`src/rtl/adc_sched_pkg.sv`:
```
// adc_sched_pkg: shared types and widths for the AD1 converter scheduler.
// Holds the FSM state encoding and the converter result width.
package adc_sched_pkg;

  localparam int unsigned ADC_W = 12;

  // Scheduler FSM state encoding
  typedef enum logic [2:0] {
    IDLE    = 3'd0,
    SETTLE  = 3'd1,
    START   = 3'd2,
    CONVERT = 3'd3,
    RESPOND = 3'd4
  } state_t;

endpackage

```
`src/rtl/adc_scheduler_if.sv`:
```
// adc_scheduler_if: requester and converter signals of the AD1 scheduler.
//   req/chan_sel        requester level request and channel select
//   grant               one-hot plate-drive grant
//   rsp_valid/data/err  one-hot response strobe, result, timeout flag
//   busy                scheduler not idle
//   adc_start/done      converter start pulse and done pulse
//   adc_data1/2         converter channel results
// master: the scheduler. slave: requesters plus converter front end.
interface adc_scheduler_if #(
  parameter int unsigned NREQ = 4
);
  import adc_sched_pkg::*;

  logic [NREQ-1:0]  req;
  logic [NREQ-1:0]  chan_sel;
  logic [NREQ-1:0]  grant;
  logic [NREQ-1:0]  rsp_valid;
  logic [ADC_W-1:0] rsp_data;
  logic             rsp_err;
  logic             busy;
  logic             adc_start;
  logic             adc_done;
  logic [ADC_W-1:0] adc_data1;
  logic [ADC_W-1:0] adc_data2;

  modport master (
    input  req, chan_sel, adc_done, adc_data1, adc_data2,
    output grant, rsp_valid, rsp_data, rsp_err, busy, adc_start
  );

  modport slave (
    output req, chan_sel, adc_done, adc_data1, adc_data2,
    input  grant, rsp_valid, rsp_data, rsp_err, busy, adc_start
  );

endinterface

```
`src/rtl/rr_arbiter.sv`:
```
// rr_arbiter: combinational round-robin pick.
//   req  request vector
//   ptr  index searched first; search wraps modulo NREQ
//   idx  first set request at or after ptr (0 when none)
//   any  at least one request set
module rr_arbiter #(
  parameter int unsigned NREQ  = 4,
  parameter int unsigned IDX_W = (NREQ > 1) ? $clog2(NREQ) : 1
) (
  input  logic [NREQ-1:0]  req,
  input  logic [IDX_W-1:0] ptr,
  output logic [IDX_W-1:0] idx,
  output logic             any
);

  logic [IDX_W-1:0] pos;

  // Walk from ptr upwards; the first hit wins
  always_comb begin
    idx = '0;
    any = 1'b0;
    pos = '0;
    for (int unsigned i = 0; i < NREQ; i++) begin
      pos = IDX_W'((32'(ptr) + i) % NREQ);
      if (!any && req[pos]) begin
        idx = pos;
        any = 1'b1;
      end
    end
  end

endmodule

```
`src/rtl/adc_scheduler.sv`:
```
// adc_scheduler: shares the AD1 converter among NREQ requesters.
// Per transaction: grant, settle, start pulse, wait for done (bounded by
// a timeout), then strobe the selected channel result back.
//   clock  sole clock
//   reset  asynchronous, active-high
//   bus    adc_scheduler_if.master (requester and converter signals)
module adc_scheduler
  import adc_sched_pkg::*;
#(
  parameter int unsigned NREQ           = 4,
  parameter int unsigned SETTLE_CYCLES  = 500000,
  parameter int unsigned TIMEOUT_CYCLES = 4096
) (
  input  logic             clock,
  input  logic             reset,
  adc_scheduler_if.master  bus
);

  localparam int unsigned IDX_W  = (NREQ > 1) ? $clog2(NREQ) : 1;
  localparam int unsigned SCNT_W = (SETTLE_CYCLES > 1) ? $clog2(SETTLE_CYCLES) : 1;
  localparam int unsigned TCNT_W = (TIMEOUT_CYCLES > 1) ? $clog2(TIMEOUT_CYCLES) : 1;
  localparam int unsigned SLOAD  = (SETTLE_CYCLES > 0) ? SETTLE_CYCLES - 1 : 0;
  localparam int unsigned TLOAD  = (TIMEOUT_CYCLES > 0) ? TIMEOUT_CYCLES - 1 : 0;

  state_t           state_q, state_d;
  logic [IDX_W-1:0] gnt_idx_q, gnt_idx_d;
  logic             chan_q, chan_d;
  logic [SCNT_W-1:0] scnt_q, scnt_d;
  logic [TCNT_W-1:0] tcnt_q, tcnt_d;
  logic [IDX_W-1:0] rr_ptr_q, rr_ptr_d;
  logic [NREQ-1:0]  grant_q, grant_d;
  logic [NREQ-1:0]  rsp_valid_q, rsp_valid_d;
  logic [ADC_W-1:0] rsp_data_q, rsp_data_d;
  logic             rsp_err_q, rsp_err_d;
  logic             start_q, start_d;
  logic             busy_q, busy_d;

  logic [IDX_W-1:0] arb_idx;
  logic             arb_any;

  rr_arbiter #(
    .NREQ  (NREQ),
    .IDX_W (IDX_W)
  ) u_arb (
    .req (bus.req),
    .ptr (rr_ptr_q),
    .idx (arb_idx),
    .any (arb_any)
  );

  // State and output registers
  always_ff @(posedge clock or posedge reset) begin
    if (reset) begin
      state_q     <= IDLE;
      gnt_idx_q   <= '0;
      chan_q      <= 1'b0;
      scnt_q      <= '0;
      tcnt_q      <= '0;
      rr_ptr_q    <= '0;
      grant_q     <= '0;
      rsp_valid_q <= '0;
      rsp_data_q  <= '0;
      rsp_err_q   <= 1'b0;
      start_q     <= 1'b0;
      busy_q      <= 1'b0;
    end else begin
      state_q     <= state_d;
      gnt_idx_q   <= gnt_idx_d;
      chan_q      <= chan_d;
      scnt_q      <= scnt_d;
      tcnt_q      <= tcnt_d;
      rr_ptr_q    <= rr_ptr_d;
      grant_q     <= grant_d;
      rsp_valid_q <= rsp_valid_d;
      rsp_data_q  <= rsp_data_d;
      rsp_err_q   <= rsp_err_d;
      start_q     <= start_d;
      busy_q      <= busy_d;
    end
  end

  // Next state; outputs are computed for the next state so they register
  // in step with it
  always_comb begin
    state_d     = state_q;
    gnt_idx_d   = gnt_idx_q;
    chan_d      = chan_q;
    scnt_d      = scnt_q;
    tcnt_d      = tcnt_q;
    rr_ptr_d    = rr_ptr_q;
    rsp_valid_d = '0;
    rsp_data_d  = rsp_data_q;
    rsp_err_d   = rsp_err_q;

    case (state_q)
      IDLE: begin
        if (arb_any) begin
          gnt_idx_d = arb_idx;
          chan_d    = bus.chan_sel[arb_idx];
          if (SETTLE_CYCLES == 0) begin
            state_d = START;
          end else begin
            state_d = SETTLE;
            scnt_d  = SCNT_W'(SLOAD);
          end
        end
      end
      SETTLE: begin
        if (scnt_q == '0) state_d = START;
        else              scnt_d  = scnt_q - SCNT_W'(1);
      end
      START: begin
        tcnt_d  = TCNT_W'(TLOAD);
        state_d = CONVERT;
      end
      CONVERT: begin
        // done takes priority over the last timeout cycle
        if (bus.adc_done) begin
          state_d     = RESPOND;
          rsp_valid_d = NREQ'(1) << gnt_idx_q;
          rsp_data_d  = chan_q ? bus.adc_data2 : bus.adc_data1;
          rsp_err_d   = 1'b0;
        end else if (tcnt_q == '0) begin
          state_d     = RESPOND;
          rsp_valid_d = NREQ'(1) << gnt_idx_q;
          rsp_data_d  = '0;
          rsp_err_d   = 1'b1;
        end else begin
          tcnt_d = tcnt_q - TCNT_W'(1);
        end
      end
      RESPOND: begin
        rr_ptr_d = IDX_W'((32'(gnt_idx_q) + 32'd1) % NREQ);
        state_d  = IDLE;
      end
      default: state_d = IDLE;
    endcase

    start_d = (state_d == START);
    busy_d  = (state_d != IDLE);
    grant_d = (state_d != IDLE) ? (NREQ'(1) << gnt_idx_d) : '0;
  end

  assign bus.grant     = grant_q;
  assign bus.rsp_valid = rsp_valid_q;
  assign bus.rsp_data  = rsp_data_q;
  assign bus.rsp_err   = rsp_err_q;
  assign bus.adc_start = start_q;
  assign bus.busy      = busy_q;

endmodule

```
`src/flat_wrapper.sv`:
```
// flat-port wrapper written by rule: the top's interface ports become plain ports
module adc_scheduler_flat import adc_sched_pkg::*;
#(
  parameter int unsigned NREQ           = 4,
  parameter int unsigned SETTLE_CYCLES  = 500000,
  parameter int unsigned TIMEOUT_CYCLES = 4096
)
  (clock, reset, bus_req, bus_chan_sel, bus_adc_done, bus_adc_data1, bus_adc_data2, bus_grant, bus_rsp_valid, bus_rsp_data, bus_rsp_err, bus_busy, bus_adc_start);
  adc_scheduler_if #(.NREQ(NREQ)) bus_i ();
  input  logic clock;
  input  logic reset;
  input wire logic [$bits(bus_i.req)-1:0] bus_req;
  input wire logic [$bits(bus_i.chan_sel)-1:0] bus_chan_sel;
  input wire logic [$bits(bus_i.adc_done)-1:0] bus_adc_done;
  input wire logic [$bits(bus_i.adc_data1)-1:0] bus_adc_data1;
  input wire logic [$bits(bus_i.adc_data2)-1:0] bus_adc_data2;
  output wire logic [$bits(bus_i.grant)-1:0] bus_grant;
  output wire logic [$bits(bus_i.rsp_valid)-1:0] bus_rsp_valid;
  output wire logic [$bits(bus_i.rsp_data)-1:0] bus_rsp_data;
  output wire logic [$bits(bus_i.rsp_err)-1:0] bus_rsp_err;
  output wire logic [$bits(bus_i.busy)-1:0] bus_busy;
  output wire logic [$bits(bus_i.adc_start)-1:0] bus_adc_start;
  assign bus_i.req = bus_req;
  assign bus_i.chan_sel = bus_chan_sel;
  assign bus_i.adc_done = bus_adc_done;
  assign bus_i.adc_data1 = bus_adc_data1;
  assign bus_i.adc_data2 = bus_adc_data2;
  assign bus_grant = bus_i.grant;
  assign bus_rsp_valid = bus_i.rsp_valid;
  assign bus_rsp_data = bus_i.rsp_data;
  assign bus_rsp_err = bus_i.rsp_err;
  assign bus_busy = bus_i.busy;
  assign bus_adc_start = bus_i.adc_start;
  adc_scheduler #(.NREQ(NREQ), .SETTLE_CYCLES(SETTLE_CYCLES), .TIMEOUT_CYCLES(TIMEOUT_CYCLES)) u_core (.clock(clock), .reset(reset), .bus(bus_i));
endmodule
```
`config.mk`:
```
export PLATFORM = sky130hd
export DESIGN_NAME = adc_scheduler_flat
export DESIGN_NICKNAME = d
export VERILOG_FILES = /design/src/rtl/adc_sched_pkg.sv /design/src/rtl/adc_scheduler_if.sv /design/src/rtl/rr_arbiter.sv /design/src/rtl/adc_scheduler.sv /design/src/flat_wrapper.sv
export SDC_FILE = /design/constraint.sdc
export NUM_CORES = 1
export LEC_CHECK = 0
export ABC_AREA = 1
export CORE_MARGIN = 2
export CORE_UTILIZATION = 40
export DETAILED_ROUTE_END_ITERATION = 7
export PLACE_DENSITY = 0.66
export REMOVE_ABC_BUFFERS = 1
export SLEW_MARGIN = 15
export SYNTH_ARGS = -nofsm -noshare
export SYNTH_HDL_FRONTEND = slang
export SYNTH_HIERARCHICAL = 1
export SYNTH_SLANG_ARGS = --single-unit
```
`constraint.sdc`:
```
create_clock -name clock -period 2.2 [get_ports clock]
set_input_delay 0.44 -clock clock [delete_from_list [all_inputs] [get_ports clock]]
set_output_delay 0.44 -clock clock [all_outputs]
set_load 0.02 [all_outputs]
```
==> results.json, run 1 <==
{
  "outcome": "finished, final reports clean",
  "synthMuxAreaShare_pct": 3.932,
  "r2r_cells": 13,
  "synth.distinct_cells": 32,
  "area_growth_pct": 26.28,
  "fin_area_um2": 4581,
  "netlist_top_cells_count": "nand2_1 (148), dfrtp_1 (62), nor2_1 (58)",
  "synth_edf_count": 0,
  "r2r-end": "u_core/chan_q$_DFFE_PP0P_",
  "die-area_um2": 9846,
  "worstHoldStart": "u_core/tcnt_q[10]$_DFFE_PP0P_",
  "cts_made_buffers": 9,
  "synth_adder_area_share_pct": 2.070,
  "finalHoldViolations": 0,
  "p_total_uw": 5647,
  "grt_pass1_wl_um": 13560,
  "rsz0062_at_grt": "false",
  "clk_pin_slew_ns": 0.07,
  "fmax_ghz": 0.5011,
  "clkSinkCount": 62,
  "async_reset_ff_share_pct": 100.0,
  "grt_use_total_pct": 16.80,
  "row_count": 34,
  "gp_congestion": 0.9086,
  "placed_cell_area_um2": 4343,
  "yosysMostFrequentCell": "nand2_1",
  "yosysWarnings": 6,
  "rrSetupSlack_ns": 0.20,
  "drtIter0Drc": 108,
  "irDropWorstVdd_mv": 0.5960,
  "antenna_found_initial": 0,
  "die_h_um": 99.23,
  "clk_path_buf_depth": 2,
  "synthesis.instances": 475,
  "worstSetupPathType": "flip-flop to flip-flop",
  "routed_wl_um": 7927,
  "tightest_slew_ns": 0.6908,
  "end_kind": "flip-flop",
  "hp-class": "flip-flop to flip-flop",
  "fill_cells": 809,
  "io_pins": 58,
  "die_w_um": 99.23,
  "viasPerCell": 4.816,
  "start_util_pct": 41.39,
  "synth_compound_area_share_pct": 6.037,
  "cp_max_fo": 8,
  "critPathLaunchType": "flip-flop",
  "synth_top_cell_by_area": "dfrtp_1",
  "layout.nets": 585,
  "grt_max_degree": 35,
  "drtPass1Iterations": 4,
  "ys_ff_latch": 62,
  "worstHoldEndpoint": "u_core/tcnt_q[10]$_DFFE_PP0P_",
  "regArea_um2": 1553,
  "final_antenna_net_count": 0,
  "synth-simple-area-share_pct": 33.98,
  "required_ns": 2.42,
  "powerDensity_nw_per_um2": 1233,
  "seq_area_frac_synth_pct": 42.77,
  "min_period_ns": 1.996,
  "vias": 3164,
  "postCtsSetupBuffers": 0,
  "port_buffers": 57,
  "synth_area_leaders": "dfrtp_1 (43%), nand2_1 (15%), nor2_1 (6.0%)",
  "coreArea_um2": 8763,
  "whs_path_depth": 2,
  "drcViolationCount": 0,
  "synth_xor_area_share_pct": 4.105,
  "grt_pass1_vias": 3038,
  "grt.overflow.total": 0,
  "maxCapViolations": 0,
  "r2r_start": "u_core/rr_ptr_q[0]$_DFFE_PP0N_",
  "setup_tns_ns": 0,
  "wl_per_cell_um": 12.07,
  "critPathArrivalTime_ns": 2.22,
  "htree_levels": 3,
  "synth_area_um2": 3627,
  "antenna_cells": 0,
  "slew_viol_final": 0,
  "drive_gt1_share_pct": 12.75,
  "synthFlopType": "dfrtp_1",
  "skew_ns": 0.01216,
  "period_share_pct": 90.71,
  "syn_avg_cell_area_um2": 7.636,
  "setup_viol": 0,
  "place_hpwl_um": 5878,
  "multi_input_area_um2": 1821,
  "p_leak_uw": 0.002225,
  "synth_top_family_by_area": "simple AND/OR/NAND/NOR gates",
  "root_buffer": "clkbuf_8",
  "cts_tree": "built",
  "clk_latency_ns": 0.34,
  "synth_top_area_share_pct": 42.77,
  "max_slew_margin_pct": 53.95
}
## registers in the layout (all words and copies together), names as in the netlist
register and cells:
u_core/state_q 3, u_core/gnt_idx_q 2, u_core/bus.busy 1, u_core/bus.rsp_valid 4, u_core/scnt_q 19, u_core/bus.rsp_err 1
u_core/bus.adc_start 1, u_core/tcnt_q 12, u_core/bus.grant 4, u_core/chan_q 1, u_core/rr_ptr_q 2, u_core/bus.rsp_data 12
## critical path, cell delays in order (launching register included)
cell and delay (ns):
dfrtp_2 0.47, inv_2 0.16, nand2_1 0.10, nand3_2 0.10, nand2_4 0.07, nor2_4 0.14, nand3_2 0.07, nand2_1 0.06
nand2_1 0.04, inv_1 0.09, inv_1 0.06, o21ai_0 0.17, o22ai_1 0.09, mux2_2 0.26
## repair_timing
action / CTS / global route
hold buffers: 0 / 0
resized for setup: 0 / 2
endpoints found under the setup margin: 0 / 6
## per-stage QoR
stage	setup WS, ns	std cells	hold WS [ns]	util (%)
finish	0.2043	657	0.4791	52.27
global route	0.04204	657	0.5058	52.27
CTS	0.1426	657	0.4839	52.23
detailed placement	-0.07405	641	0.4665	49.56
global placement	-0.02195	641	0.4562	49.56
floorplan	0.2186	465	0.4419	-
## cell families after synthesis
| family | Yosys count |
|---|---|
| muxes | 14 |
| AOI/OAI and AO/OA | 43 |
| and+or+nand+nor | 274 |
| adders and majority gates | 6 |
| DFF | 62 |
| buffers and inverters | 59 |
| xor gates and xnor gates | 17 |
## metal layers
metal / global-route usage [%] / up-vias / routed length (um)
met5: 0 / - / 0
met4: 6.428 / 0 / 119
met3: 3.162 / 12 / 434
met2: 28.69 / 77 / 3677
met1: 21.14 / 1446 / 3696
li1: - / 1629 / -
## final cells by class
class | instances | area share [%]
inverters | 49 | 4.043
clock inverters | 3 | 1.420
flip-flops and latches | 62 | 33.90
multi-input cells | 354 | 39.74
repair buffers | 68 | 14.26
clock buffers | 13 | 3.688
well taps | 108 | 2.950
## report_power, final
group          leakage (uW)  switching (uW)  internal (uW)
Clock              0.000120             448            730
Combinational       0.00135            1410           1070
Sequential         0.000754             412           1570
Total               0.00223            2270           3380
## layout by cell type (no fill, tap or decap), types with 7 or more instances in the layout
cell | Yosys | routed
nor2_1 | 58 | 58
nand3_1 | 24 | 24
clkbuf_8 | 0 | 12
dfrtp_1 | 62 | 61
inv_2 | 6 | 7
o21ai_0 | 18 | 18
o21ai_1 | 21 | 21
mux2i_1 | 12 | 12
clkdlybuf4s50_1 | 0 | 57
nand2_1 | 148 | 147
xor2_1 | 13 | 13
buf_4 | 0 | 11
nand2_2 | 13 | 14
inv_1 | 42 | 41
## how the worst max path moves through the flow
stage / slack [ns] / cells after the start / endpoint / from
5_1_grt: 0.04 / 13 / u_core/chan_q$_DFFE_PP0P_ / u_core/rr_ptr_q[0]$_DFFE_PP0N_
6_report: 0.20 / 13 / u_core/chan_q$_DFFE_PP0P_ / u_core/rr_ptr_q[0]$_DFFE_PP0N_
3_5_place_dp: -0.07 / 14 / u_core/chan_q$_DFFE_PP0P_ / bus_req[2]
4_1_cts: 0.14 / 13 / u_core/bus.grant[0]$_DFF_PP0_ / u_core/rr_ptr_q[0]$_DFFE_PP0N_
3_3_place_gp: -0.02 / 11 / u_core/bus.grant[2]$_DFF_PP0_ / bus_req[1]
2_1_floorplan: 0.22 / 1 / u_core/bus.adc_start$_DFF_PP0_ / reset
Power figures use the tool's default switching activity.
==> run 2: changes to the inputs <==
==> constraint.sdc (replaced) <==
create_clock -name clock -period 2.2 [get_ports clock]
set_input_delay 0.66 -clock clock [delete_from_list [all_inputs] [get_ports clock]]
set_output_delay 0.66 -clock clock [all_outputs]
set_load 0.02 [all_outputs]
==> results.json, run 2 (synthesis gave the netlist of run 1 again) <==
{
  "cp_max_fo": 2,
  "power_frac_comb_pct": 46.2,
  "start_util_pct": 41.39,
  "place_inst": 640,
  "vias": 3167,
  "antenna_found_initial": 0,
  "place_hpwl_um": 5985,
  "hp-class": "flip-flop to flip-flop",
  "viasPerCell": 4.828,
  "largest_reg_flops": 19,
  "cp_slowest_cell": "clkdlybuf4s50_1",
  "critPathArrivalTime_ns": 1.31,
  "powerDensity_nw_per_um2": 1203,
  "final_antenna_net_count": 0,
  "skew_ns": 0.01068,
  "htree_levels": 3,
  "dp_slack_ns": -0.3053,
  "switching_share_pct": 42.14,
  "grt_max_degree": 63,
  "clk_pin_slew_ns": 0.07,
  "clk_path_buf_depth": 2,
  "crit_family": "buffers and inverters",
  "worstSetupPathType": "flip-flop to output port",
  "die_h_um": 99.23,
  "area_growth_pct": 25.80,
  "root_buffer": "clkbuf_8",
  "port_buffers": 57,
  "grt_pass1_wl_um": 13930,
  "cp_cell_sequence": "clkdlybuf4s50_1",
  "grt_use_total_pct": 17.42,
  "wl_per_cell_um": 12.36,
  "layout.nets": 584,
  "tightest_slew_ns": 0.6699,
  "die-area_um2": 9846,
  "crit_buf_inv": 1,
  "p_switching_uw": 2314,
  "outcome": "finished, final reports clean",
  "max_stage_delay_ns": 0.62,
  "final_common_cell": "nand2_1",
  "internal_power_uw": 3176,
  "drcViolationCount": 0,
  "coreArea_um2": 8763,
  "p_total_uw": 5490,
  "regMostFlops": "u_core/scnt_q",
  "routed_wl_um": 8109,
  "io_pins": 58,
  "drive_gt1_share_pct": 13.87,
  "timing.final.ws_setup_ns": 0.2328,
  "finalHoldViolations": 0,
  "setup_viol": 0,
  "grt_pass1_vias": 3119,
  "clk_latency_ns": 0.34,
  "slew_viol_final": 0,
  "max_slew_margin_pct": 55.34,
  "p_leak_uw": 0.002227,
  "cts_made_buffers": 9,
  "rsz0062_at_grt": "false",
  "critPathLaunchType": "flip-flop",
  "antenna_cells": 0,
  "postCtsSetupBuffers": 0,
  "power.share.sequential_pct": 36.1,
  "stdcell_count": 656,
  "drtIter0Drc": 174,
  "die_w_um": 99.23,
  "maxCapViolations": 0,
  "min_period_ns": 1.967,
  "grt.overflow.total": 0,
  "p_clk_share_pct": 17.7,
  "period_share_pct": 89.42,
  "end_kind": "output port",
  "layout_common_cells": "nand2_1 (145), dfrtp_1 (61), nor2_1 (57), clkdlybuf4s50_1 (53), inv_1 (38)",
  "clkSinkCount": 62,
  "irDropWorstVdd_mv": 0.5847,
  "gp_congestion": 0.9033,
  "cts_tree": "built",
  "row_count": 34,
  "drtPass1Iterations": 4,
  "fmax_ghz": 0.5083,
  "required_ns": 1.54
}
==> run 2: final cells by class <==
class,instances,area (um^2)
repair buffers,67,668.1
clock buffers,10,127.6
inverters,49,185.2
flip-flops and latches,62,1553
well taps,108,135.1
fillers,854,4200
clock inverters,6,62.56
multi-input cells,354,1832
==> run 2: what timing repair did <==
action	CTS	global route
endpoints found under the setup margin	0	24
hold buffers	0	0
gates resized for setup	0	14
==> run 2: power by group through the flow <==
stage                     Sequential, uW  Clock [uW]  Combinational [uW]
final                               1980         971                2540
after global routing                2050        1060                2880
after CTS                           1980        1010                2520
after detailed placement            1990           0                2520
after global placement              1990           0                2430
after floorplan                     2100           0                1550
==> run 2: final timing paths <==
check	end	depth (start not counted)	slack, ns	startpoint
setup / recovery	bus_rsp_data[6]	1	0.23	u_core/bus.rsp_data[6]$_DFFE_PP0P_
hold reg to reg	u_core/scnt_q[0]$_DFFE_PP0P_	2	0.47	u_core/scnt_q[0]$_DFFE_PP0P_
hold / removal	u_core/scnt_q[0]$_DFFE_PP0P_	2	0.47	u_core/scnt_q[0]$_DFFE_PP0P_
max in group asynchronous	u_core/rr_ptr_q[0]$_DFFE_PP0N_	3	1.22	reset
setup reg to reg	u_core/chan_q$_DFFE_PP0P_	14	0.25	u_core/rr_ptr_q[0]$_DFFE_PP0N_
min in group asynchronous	u_core/tcnt_q[6]$_DFFE_PP0P_	3	0.69	reset
==> run 2: per-layer routing <==
metal  GRT usage [%]  share of wire (%)  up-vias
li1                -                  -     1625
met1           21.21                 44     1462
met2           29.89                 49       74
met3           4.989                6.0        6
met4           5.479               0.96        0
met5               0                  0        -
==> run 2: stage by stage <==
stage               cell area [um^2]  utilization (%)  hold WS (ns)   TNS, ns
floorplan                       3555                -        0.4419  -0.08661
global placement                4348            49.61        0.4567    -5.614
detailed placement              4348            49.61        0.4617    -7.042
CTS                             4538            51.78        0.4758         0
global route                    4563            52.07        0.5079         0
finish                          4563            52.07        0.4716         0
